### config.mk
export PLATFORM = sky130hd
export DESIGN_NAME = mem_access_ctrl
export DESIGN_NICKNAME = d
export VERILOG_FILES = /design/src/rtl/mem_access_ctrl.sv
export SDC_FILE = /design/constraint.sdc
export NUM_CORES = 1
export LEC_CHECK = 0
export ABC_AREA = 1
export CORE_UTILIZATION = 45
export CTS_CLUSTER_SIZE = 40
export DETAILED_ROUTE_END_ITERATION = 16
export HOLD_SLACK_MARGIN = 0.15
export PLACE_DENSITY_LB_ADDON = 0.25
export REMOVE_ABC_BUFFERS = 1
export SKIP_CTS_REPAIR_TIMING = 1
export SLEW_MARGIN = 10
export SYNTH_ARGS = -nofsm -noshare
export SYNTH_HDL_FRONTEND = slang
export SYNTH_SLANG_ARGS = --single-unit
export TNS_END_PERCENT = 1
### constraint.sdc
create_clock -name clk -period 8 [get_ports clk]
set_input_delay 1.6 -clock clk [delete_from_list [all_inputs] [get_ports clk]]
set_output_delay 1.6 -clock clk [all_outputs]
set_load 0.02 [all_outputs]
### src/rtl/mem_access_ctrl.sv
// mem_access_ctrl: byte-serial load/store initiator for the MEM stage.
// Forms ea = address + exmem_rs, range-checks it against the attached memory,
// then runs four big-endian byte beats while holding the pipeline in stall.
module mem_access_ctrl #(
    parameter int MEM_BYTES = 101
) (
    input  logic        clk,
    input  logic        rst_n,
    input  logic        memread,
    input  logic        memwrite,
    input  logic [31:0] address,
    input  logic [4:0]  exmem_rs,
    input  logic [31:0] writedata,
    output logic        stall,
    output logic [31:0] readdata,
    output logic        rd_valid,
    output logic        addr_err,
    output logic        mem_req,
    output logic        mem_we,
    output logic [31:0] mem_addr,
    output logic [7:0]  mem_wdata,
    input  logic [7:0]  mem_rdata,
    input  logic        mem_ready
);

    localparam logic [1:0] IDLE = 2'd0;
    localparam logic [1:0] BEAT = 2'd1;
    localparam logic [1:0] DONE = 2'd2;

    // Highest legal byte address, widened so the range check never wraps.
    localparam logic [32:0] LAST_ADDR = 33'(MEM_BYTES - 1);

    logic [1:0]  state_reg, state_next;
    logic [1:0]  b_reg, b_next;
    logic [31:0] ea_reg, ea_next;
    logic [31:0] wdata_reg, wdata_next;
    logic        store_reg, store_next;
    logic        err_reg, err_next;
    logic [31:0] asm_reg, asm_next;
    logic [31:0] readdata_reg, readdata_next;

    logic        req_any;
    logic [32:0] ea_calc;
    logic        range_bad;
    logic        in_beat;
    logic [7:0]  wbyte [4];
    logic [31:0] asm_merged;

    assign req_any   = memread | memwrite;
    assign ea_calc   = {1'b0, address} + {28'b0, exmem_rs};
    assign range_bad = (ea_calc + 33'd3) > LAST_ADDR;
    assign in_beat   = (state_reg == BEAT);

    // Byte lanes, big-endian: lane 0 is the MSB byte at the lowest address.
    generate
        for (genvar gi = 0; gi < 4; gi++) begin : g_lane
            assign wbyte[gi] = wdata_reg[31 - 8*gi -: 8];
            assign asm_merged[31 - 8*gi -: 8] =
                (b_reg == 2'(gi)) ? mem_rdata : asm_reg[31 - 8*gi -: 8];
        end
    endgenerate

    // Next-state and datapath update for the access sequencer.
    always_comb begin
        state_next    = state_reg;
        b_next        = b_reg;
        ea_next       = ea_reg;
        wdata_next    = wdata_reg;
        store_next    = store_reg;
        err_next      = err_reg;
        asm_next      = asm_reg;
        readdata_next = readdata_reg;
        case (state_reg)
            IDLE: begin
                if (req_any) begin
                    // A store wins when both requests are raised together.
                    store_next = memwrite;
                    wdata_next = writedata;
                    ea_next    = ea_calc[31:0];
                    b_next     = 2'd0;
                    if (range_bad) begin
                        err_next   = 1'b1;
                        state_next = DONE;
                        if (!memwrite) begin
                            readdata_next = 32'h0;
                        end
                    end else begin
                        err_next   = 1'b0;
                        state_next = BEAT;
                    end
                end
            end
            BEAT: begin
                if (mem_ready) begin
                    if (!store_reg) begin
                        asm_next = asm_merged;
                    end
                    b_next = b_reg + 2'd1;
                    if (b_reg == 2'd3) begin
                        state_next = DONE;
                        if (!store_reg) begin
                            readdata_next = asm_merged;
                        end
                    end
                end
            end
            DONE: begin
                // Requests seen here belong to the instruction being released.
                state_next = IDLE;
                err_next   = 1'b0;
            end
            default: state_next = IDLE;
        endcase
    end

    // State registers with asynchronous reset so an access aborts at once.
    always_ff @(posedge clk or negedge rst_n) begin
        if (!rst_n) begin
            state_reg    <= IDLE;
            b_reg        <= 2'd0;
            ea_reg       <= 32'h0;
            wdata_reg    <= 32'h0;
            store_reg    <= 1'b0;
            err_reg      <= 1'b0;
            asm_reg      <= 32'h0;
            readdata_reg <= 32'h0;
        end else begin
            state_reg    <= state_next;
            b_reg        <= b_next;
            ea_reg       <= ea_next;
            wdata_reg    <= wdata_next;
            store_reg    <= store_next;
            err_reg      <= err_next;
            asm_reg      <= asm_next;
            readdata_reg <= readdata_next;
        end
    end

    // Stall rises combinationally on a new request so EX/MEM freezes at once;
    // gated by rst_n so reset forces it low even with a request pending.
    assign stall     = rst_n & (((state_reg == IDLE) & req_any) | in_beat);
    assign mem_req   = in_beat;
    assign mem_we    = in_beat & store_reg;
    assign mem_addr  = in_beat ? (ea_reg + {30'b0, b_reg}) : 32'h0;
    assign mem_wdata = in_beat ? wbyte[b_reg] : 8'h00;
    assign rd_valid  = (state_reg == DONE) & ~store_reg;
    assign addr_err  = (state_reg == DONE) & err_reg;
    assign readdata  = readdata_reg;

endmodule

Word-level counts from Yosys, hierarchy flattened. Index checks and enable logic that the tools add are counted.

Input bits: 82. Register bits after elaboration: 134. Memories kept: 0. Bits in read-only memories: 0. Output and inout port bits: 77. Latch bits: 0. Word-level logic and storage cells: 71. Memory bits (writable): 0.

Multiplexer cells: 27. Shift operators: 0. Divide/modulo/power cells: 0. Equal/unequal tests: 11. Bitwise operators: 9. Multiply operators: 0. Order comparisons: 2. $add $sub $neg: 4. Reduce and logical (&&, ||, !) cells: 10.

Operators by type and width (count): $mux 32 (7); $pmux 32 s2 (1); $mux 8 (7); $add 32x5->33 (1); $add 33x2->33 const B (1); $gt 33x7->1 const B (1); $add 32x2->32 (1); $bmux 8 s2 (1); $mux 2 (6); $ne 2x2->1 const B (5); $reduce_and 3->1 (3); $pmux 2 s2 (2); $reduce_and 7->1 (1); $eq 2x2->1 const B (3); $and 1x1->1 (5); $eq 2x1->1 const B (2); $logic_not 2->1 (2); $reduce_and 2->1 (2); $reduce_bool 2->1 (2); $ge 3x3->1 const B (1); $not 2->3 (1); $add 2x1->2 const B (1); $mux 1 (2); $ne 2x1->1 const B (1); 3 further kinds (4).

Logic depth before layout (Yosys ltp). Gate-level depths: netlist of the first run.

Word-level depth: 6. Depth in mapped cells: 25. Gate-level depth less buffers: 24.

Least setup slack after synthesis of the first run. OpenSTA, ideal clock, no wires.

Path type: register to output. From: register b_reg[0]. To: output mem_addr[24]. Buffers on the path: 0. Setup slack: 3.499 ns. Arrival: 2.901 ns. Data required time: 6.400 ns. Cell stages (with the launch flop): 19. Path through: dfrtp_1 -> ha_1 -> fa_1 -> nand3_1 -> nor2_1 -> nand2_1 -> nor2_1 -> nand2_1 -> nor3_1 -> nand2_1 -> nor4_1 -> nand2_1 -> nor2_1 -> nand2_1 -> nor2_1 -> nand3_1 -> nor2_1 -> nor2_1 -> nor3_1.

Cells in the longest elaborated chain, start to end: 2.

Ends and longest elaborated chain: start: declaration (RTL line 34) `logic [1:0] b_reg, b_next;`; start signal: assignment (RTL line 129) `b_reg <= b_next;`; $add 32x2->32 (RTL line 144) `assign mem_addr = in_beat ? (ea_reg + {30'b0, b_reg}) : 32'h0;`; $mux 32 (RTL line 144); end: declaration (RTL line 20) `output logic [31:0] mem_addr,`.

Every way passes these cells.

Final worst setup path of the first run.
From: register b_reg[1]. To: output mem_addr[28].

The elaborated chain is that of the path after synthesis.

==> results of run 1 <==
## placed cells by master (no fill, tap or decap), types with 2 or more instances in the layout
cell type	n
nand2_1	535
nor2_1	175
clkdlybuf4s50_1	157
inv_1	136
nand3_1	135
dfrtp_1	134
o21ai_0	127
nand2_2	45
a21oi_1	31
nor3_1	28
nand4_1	22
nor2_2	22
clkbuf_16	17
ha_1	11
nand3_2	9
inv_2	7
nor4_1	7
nor2_4	7
nand2_4	7
buf_4	7
nand3b_1	6
clkinv_1	5
clkinv_2	5
xor2_1	4
nand3_4	3
clkinvlp_4	3
o21a_1	2
and3_1	2
a31oi_1	2
nor3b_1	2
nor2_8	2
fa_1	2
clkbuf_1	2
inv_6	2
## routing by layer
metal	GRT usage (%)	share of wire, %
met4	10.9	3.5
met5	0	0
met2	42.7	47
met1	32.9	45
met3	3.79	4.9
## worst min path at each step
stage / start / endpoint / cells after the start
2_1_floorplan: wbyte[0] / wbyte[0] / 2
3_3_place_gp: readdata[29] / readdata[29] / 2
3_5_place_dp: wbyte[1] / wbyte[1] / 2
4_1_cts: wbyte[1] / wbyte[1] / 2
5_1_grt: wbyte[19] / wbyte[19] / 2
6_report: readdata[29] / readdata[29] / 2
## stage by stage
stage,area [sq um],total power (W)
detailed placement,11500,0.00167
finish,12000,0.00239
floorplan,9480,0.00142
global placement,11500,0.00164
CTS,12000,0.00240
global route,12000,0.00256
## worst min-delay path, stage by stage (launching register included)
cell     delay [ns]
dfrtp_1        0.34
nand2_1        0.06
nand2_1        0.05
## logic make-up after synthesis
logic type | share of synthesized area (%)
simple gates | 46.3
buf+inv | 7.92
compound gates | 8.87
flops | 34.6
fa+ha+maj | 1.83
xor+xnor | 0.452
## cell type report
cell class                 instances  area, sq um
clock inverter                    12          104
multi-input combinational       1193         5590
tap                              275          344
fill                            2064         9060
clock buffer                      20          447
timing repair buffer             165         1640
sequential                       134         3350
inverter                         148          556
## report_power, final
| part | switching, W | total [W] | internal (W) |
|---|---|---|---|
| sequential | 0.000140 | 0.000985 | 0.000844 |
| clock | 0.000296 | 0.000730 | 0.000434 |
| combinational | 0.000454 | 0.000675 | 0.000221 |
| total | 0.000890 | 0.00239 | 0.00150 |
## synth_stat cells, drive strengths merged
master | count | area (sq um)
nand3 | 147 | 813
a31oi | 2 | 12.5
and3 | 2 | 12.5
a21o | 1 | 7.51
xnor2 | 1 | 8.76
xor2 | 4 | 35.0
nor2 | 206 | 913
a221oi | 1 | 8.76
o21a | 2 | 15.0
nand4 | 22 | 138
clkbuf | 34 | 128
nand3b | 6 | 45.0
fa | 2 | 40.0
a2111oi | 1 | 8.76
o221a | 1 | 11.3
inv | 143 | 537
nand2 | 587 | 2370
nor4 | 7 | 43.8
buf | 11 | 85.1
o21ai | 128 | 641
ha | 11 | 138
or3 | 1 | 6.26
clkinv | 5 | 18.8
nor3 | 28 | 140
a21oi | 31 | 155
nor3b | 2 | 15.0
dfrtp | 134 | 3350
==> flow_metrics.py, run 1 <==
metrics = {
    "route": {
        "dr.pass1.iters": 5,
        "drt_iter0_markers": 736,
        "routed_wl_mm": 27.3,
        "viasPerCell": 5.20,
        "detail_route.wl_per_cell_um": 14.0,
        "num_vias": 10100,
        "drc": 0,
        "final_antenna_net_count": 0,
    },
    "logic_synthesis": {
        "synthCells": 1520,
        "ys_warn_count": 0,
        "syn_area_per_cell_sq_um": 6.38,
        "syn-cell-area_sq_um": 9700,
        "synth.distinct_cells": 39,
        "synth-seq-cells": 134,
        "yosysSeqAreaShare_pct": 34.6,
    },
    "floorplan": {
        "initial_utilization_pct": 46.0,
        "die_w_um": 149,
        "io_pins": 159,
        "num_rows": 53,
        "die-height_um": 149,
        "die_area_sq_um": 22100,
        "core_sq_um": 21100,
    },
    "flow_run": {
        "maxCapViolations": 0,
    },
    "sta": {
        "period_needed_ns": 6.14,
        "timing.final.crit_share_pct": 76.8,
        "tns_ns": 0,
        "rsz0062_at_grt": "false",
        "relSlewSlack_pct": 28.6,
        "finalHoldViolCount": 0,
        "tightest_slew_ns": 1.07,
        "max_freq_mhz": 163,
        "fin_hold_ws_ns": 0.474,
        "slew_violations": 0,
        "finClkSkew_ns": 0.00682,
        "setup_viol": 0,
        "worst_slack_ns": 1.86,
    },
    "clock_tree": {
        "tritoncts": "yes",
        "htree_levels": 4,
        "clkTransAtPathRegs_ns": 0.06,
        "cts.root.buffer_cell": "clkbuf_16",
        "cts_buffers": 17,
        "clk-insertion-delay-late_ns": 0.42,
        "clock_path_buffers": 2,
        "cts.sinks": 134,
    },
    "final_layout": {
        "syn_to_final_growth_pct": 24.0,
        "diodes": 0,
        "final_layout_size_suffix_gt1_share_pct": 8.49,
        "post-route-util_pct": 57.0,
        "layout.nets": 1754,
        "final_cells": 1947,
    },
    "worst_setup_path": {
        "cp_common_cell": "nor2_1",
        "reg2reg_from": "b_reg[1]",
        "critPathLaunch": "b_reg[1]",
        "crit_cells": 18,
        "cp_slowest_cell": "dfrtp_1",
        "r2r_cells": 9,
        "r2r_end": "readdata[26]",
        "cp_max_fo": 13,
        "cpLargestDelayFamily": "simple AND/OR/NAND/NOR gates",
        "r2r_setup_slack_ns": 4.93,
        "crit_required_ns": 6.40,
        "endpoint": "mem_addr[28]",
        "crit_buf_inv": 1,
        "crit_chain": "fa_1 -> nand3_1 -> nor2_1 -> nand2_1 -> nor2_1 -> nand2_1 -> nor3_1 -> nand2_1 -> nor4_1 -> nand2_1 -> nor2_1 -> nand2_1 -> nor2_1 -> nand3_1 -> nor2_1 -> a21oi_1 -> nor2_1 -> clkdlybuf4s50_1",
        "crit_path_start_kind": "flip-flop",
        "critPathKind": "reg -> out",
        "endpoint_kind": "output pin",
        "arrival_ns": 4.54,
        "cp_slowest_stage_delay_ns": 0.72,
    },
    "global_route": {
        "antenna_found_initial": 0,
        "gr-usage-all-layers_pct": 25.6,
        "gr-total-overflow": 0,
        "grt_max_degree": 75,
        "grt_pass1_vias": 9371,
        "grt_pass1_wl_mm": 45.1,
    },
    "place": {
        "dp_slack_ns": 1.89,
        "gp_congestion": 1.00,
        "dp_cells": 1915,
        "place.port_buffers": 158,
        "dp_hpwl_mm": 20.6,
    },
    "power": {
        "powerDensity_nw_per_um2": 199,
        "leakage_nw": 5.69,
        "ir_drop_mv": 0.152,
    },
    "min_path": {
        "hp-class": "reg -> reg",
    },
    "run_status": {
        "status": "finished, final reports clean",
    },
}
No activity file was read; power rests on OpenSTA's default activity.
==> run 2, diff against run 1 <==
==> constraint.sdc (replaced) <==
create_clock -name clk -period 5.04 [get_ports clk]
set_input_delay 1.008 -clock clk [delete_from_list [all_inputs] [get_ports clk]]
set_output_delay 1.008 -clock clk [all_outputs]
set_load 0.02 [all_outputs]
==> flow_metrics.py, run 2 (synthesized netlist as in run 1, its figures left out) <==
metrics = {
    "power": {
        "ir_drop_mv": 0.258,
        "p_total_w": 0.00381,
        "powerDensity_nw_per_um2": 314,
        "leakage_nw": 5.82,
    },
    "floorplan": {
        "die_area_sq_um": 22100,
        "num_rows": 53,
        "die_w_um": 149,
        "io_pins": 159,
        "die-height_um": 149,
        "initial_utilization_pct": 46.0,
        "core_sq_um": 21100,
    },
    "run_status": {
        "status": "finished, final reports clean",
    },
    "clock_tree": {
        "cts.sinks": 134,
        "cts.root.buffer_cell": "clkbuf_16",
        "clkTransAtPathRegs_ns": 0.06,
        "clk-insertion-delay-late_ns": 0.42,
        "htree_levels": 4,
        "clock_path_buffers": 2,
        "cts_buffers": 17,
        "tritoncts": "yes",
    },
    "route": {
        "dr.pass1.iters": 5,
        "drt_iter0_markers": 581,
        "detail_route.wl_per_cell_um": 14.0,
        "routed_wl_mm": 27.4,
        "num_vias": 10000,
        "drc": 0,
        "final_antenna_net_count": 0,
        "viasPerCell": 5.14,
    },
    "flow_run": {
        "maxCapViolations": 0,
    },
    "sta": {
        "finalHoldViolCount": 0,
        "finClkSkew_ns": 0.00601,
        "max_freq_mhz": 210,
        "timing.final.crit_share_pct": 94.3,
        "rsz0062_at_grt": "true",
        "period_needed_ns": 4.75,
        "slew_violations": 0,
        "relSlewSlack_pct": 31.1,
        "tightest_slew_ns": 1.03,
        "setup_viol": 0,
    },
    "final_layout": {
        "fill_cells": 2082,
        "multiInputGateArea_sq_um": 5620,
        "layout.cells.most_common_list": "nand2_1 (535), nor2_1 (171), clkdlybuf4s50_1 (151)",
        "diodes": 0,
        "layout.nets": 1760,
        "syn_to_final_growth_pct": 25.2,
        "mostFrequentLayoutCell": "nand2_1",
        "final_layout_size_suffix_gt1_share_pct": 9.42,
        "ff_latch_area_sq_um": 3350,
        "final_cells": 1953,
    },
    "worst_setup_path": {
        "r2r_cells": 12,
        "crit_path_start_kind": "flip-flop",
        "endpoint_kind": "output pin",
        "arrival_ns": 3.75,
        "cp_max_fo": 4,
        "crit_cells": 18,
        "crit_buf_inv": 5,
        "cp_common_cell": "inv_1",
        "cp_slowest_stage_delay_ns": 0.61,
        "crit_chain": "ha_1 -> nand2_1 -> inv_1 -> o21ai_0 -> nor2_1 -> nand2_1 -> nor2_1 -> nand2_1 -> nor4_2 -> inv_1 -> nor2_1 -> inv_1 -> nor3_2 -> inv_1 -> nor2_2 -> nand4_1 -> a21oi_1 -> clkdlybuf4s50_1",
        "cpLargestDelayFamily": "simple AND/OR/NAND/NOR gates",
        "cp_slowest_cell": "clkdlybuf4s50_1",
        "critPathKind": "reg -> out",
        "crit_required_ns": 4.03,
    },
    "global_route": {
        "grt_max_degree": 87,
        "gr-usage-all-layers_pct": 25.9,
        "gr-total-overflow": 0,
        "grt_pass1_wl_mm": 45.7,
        "grt_pass1_vias": 9506,
        "antenna_found_initial": 0,
    },
    "place": {
        "dp_hpwl_mm": 21.0,
        "place.port_buffers": 158,
        "gp_congestion": 0.921,
        "dp_cells": 1921,
    },
    "min_path": {
        "hp-class": "reg -> reg",
        "hold_depth": 2,
    },
}
==> run 2: changes by cell type in the layout (fill, tap and decap cells not counted), sizes merged <==
cell | before | now
buf | 8 | 14
clkdlybuf4s50 | 157 | 151
dlymetal6s2s | 0 | 5
clkinvlp | 3 | 5
inv | 145 | 143
clkbuf | 20 | 21
==> run 2: path summary, 6_finish.rpt <==
check                                to          from  slack (ns)
min                         readdata[0]   readdata[0]        0.47
min in group asynchronous     wbyte[24]         rst_n        0.59
max reg2reg                readdata[25]  state_reg[0]        1.87
max                        mem_addr[31]      b_reg[1]        0.29
min reg2reg                 readdata[0]   readdata[0]        0.47
max in group asynchronous    asm_reg[4]         rst_n        3.15
==> run 2: final cells by class <==
class / instances / area share, %
Multi-Input combinational cell: 1193 / 46.3
Tap cell: 275 / 2.84
Sequential cell: 134 / 27.6
Clock buffer: 20 / 3.76
Timing Repair Buffer: 171 / 14.0
Clock inverter: 12 / 0.866
Inverter: 148 / 4.58
==> run 2: stage by stage <==
stage | instance area, sq um | utilization, % | setup slack, ns | hold slack, ns | setup TNS (ns)
after floorplan | 9480 | - | -2.12 | 0.444 | -67.42
after global placement | 11500 | 54.7 | 0.278 | 0.454 | 0
after detailed placement | 11500 | 54.7 | 0.226 | 0.458 | 0
after CTS | 12100 | 57.4 | -0.116 | 0.473 | -0.163
after global routing | 12100 | 57.5 | -0.0416 | 0.494 | -0.0416
final | 12100 | 57.5 | 0.287 | 0.469 | 0
==> run 2: power breakdown <==
part / switching [W] / internal, W
Clock: 0.000461 / 0.000700
Sequential: 0.000220 / 0.00134
Combinational: 0.000723 / 0.000367
==> run 2: per-layer routing <==
metal / up-vias / wire length [um] / global-route usage, %
met1: 4573 / 12000 / 32.7
met4: 0 / 592 / 9.08
met5: - / 0 / 0
met2: 279 / 13400 / 45.2
met3: 48 / 1390 / 3.76
li1: 5142 / - / -
==> run 2: worst reg2reg max path: cells and delay by family (launching register included) <==
family,cells,cell delay (ns)
AOI/OAI and AO/OA,1,0.30
and+or+nand+nor,5,0.50
DFF,1,0.45
buffers and inverters,6,1.82
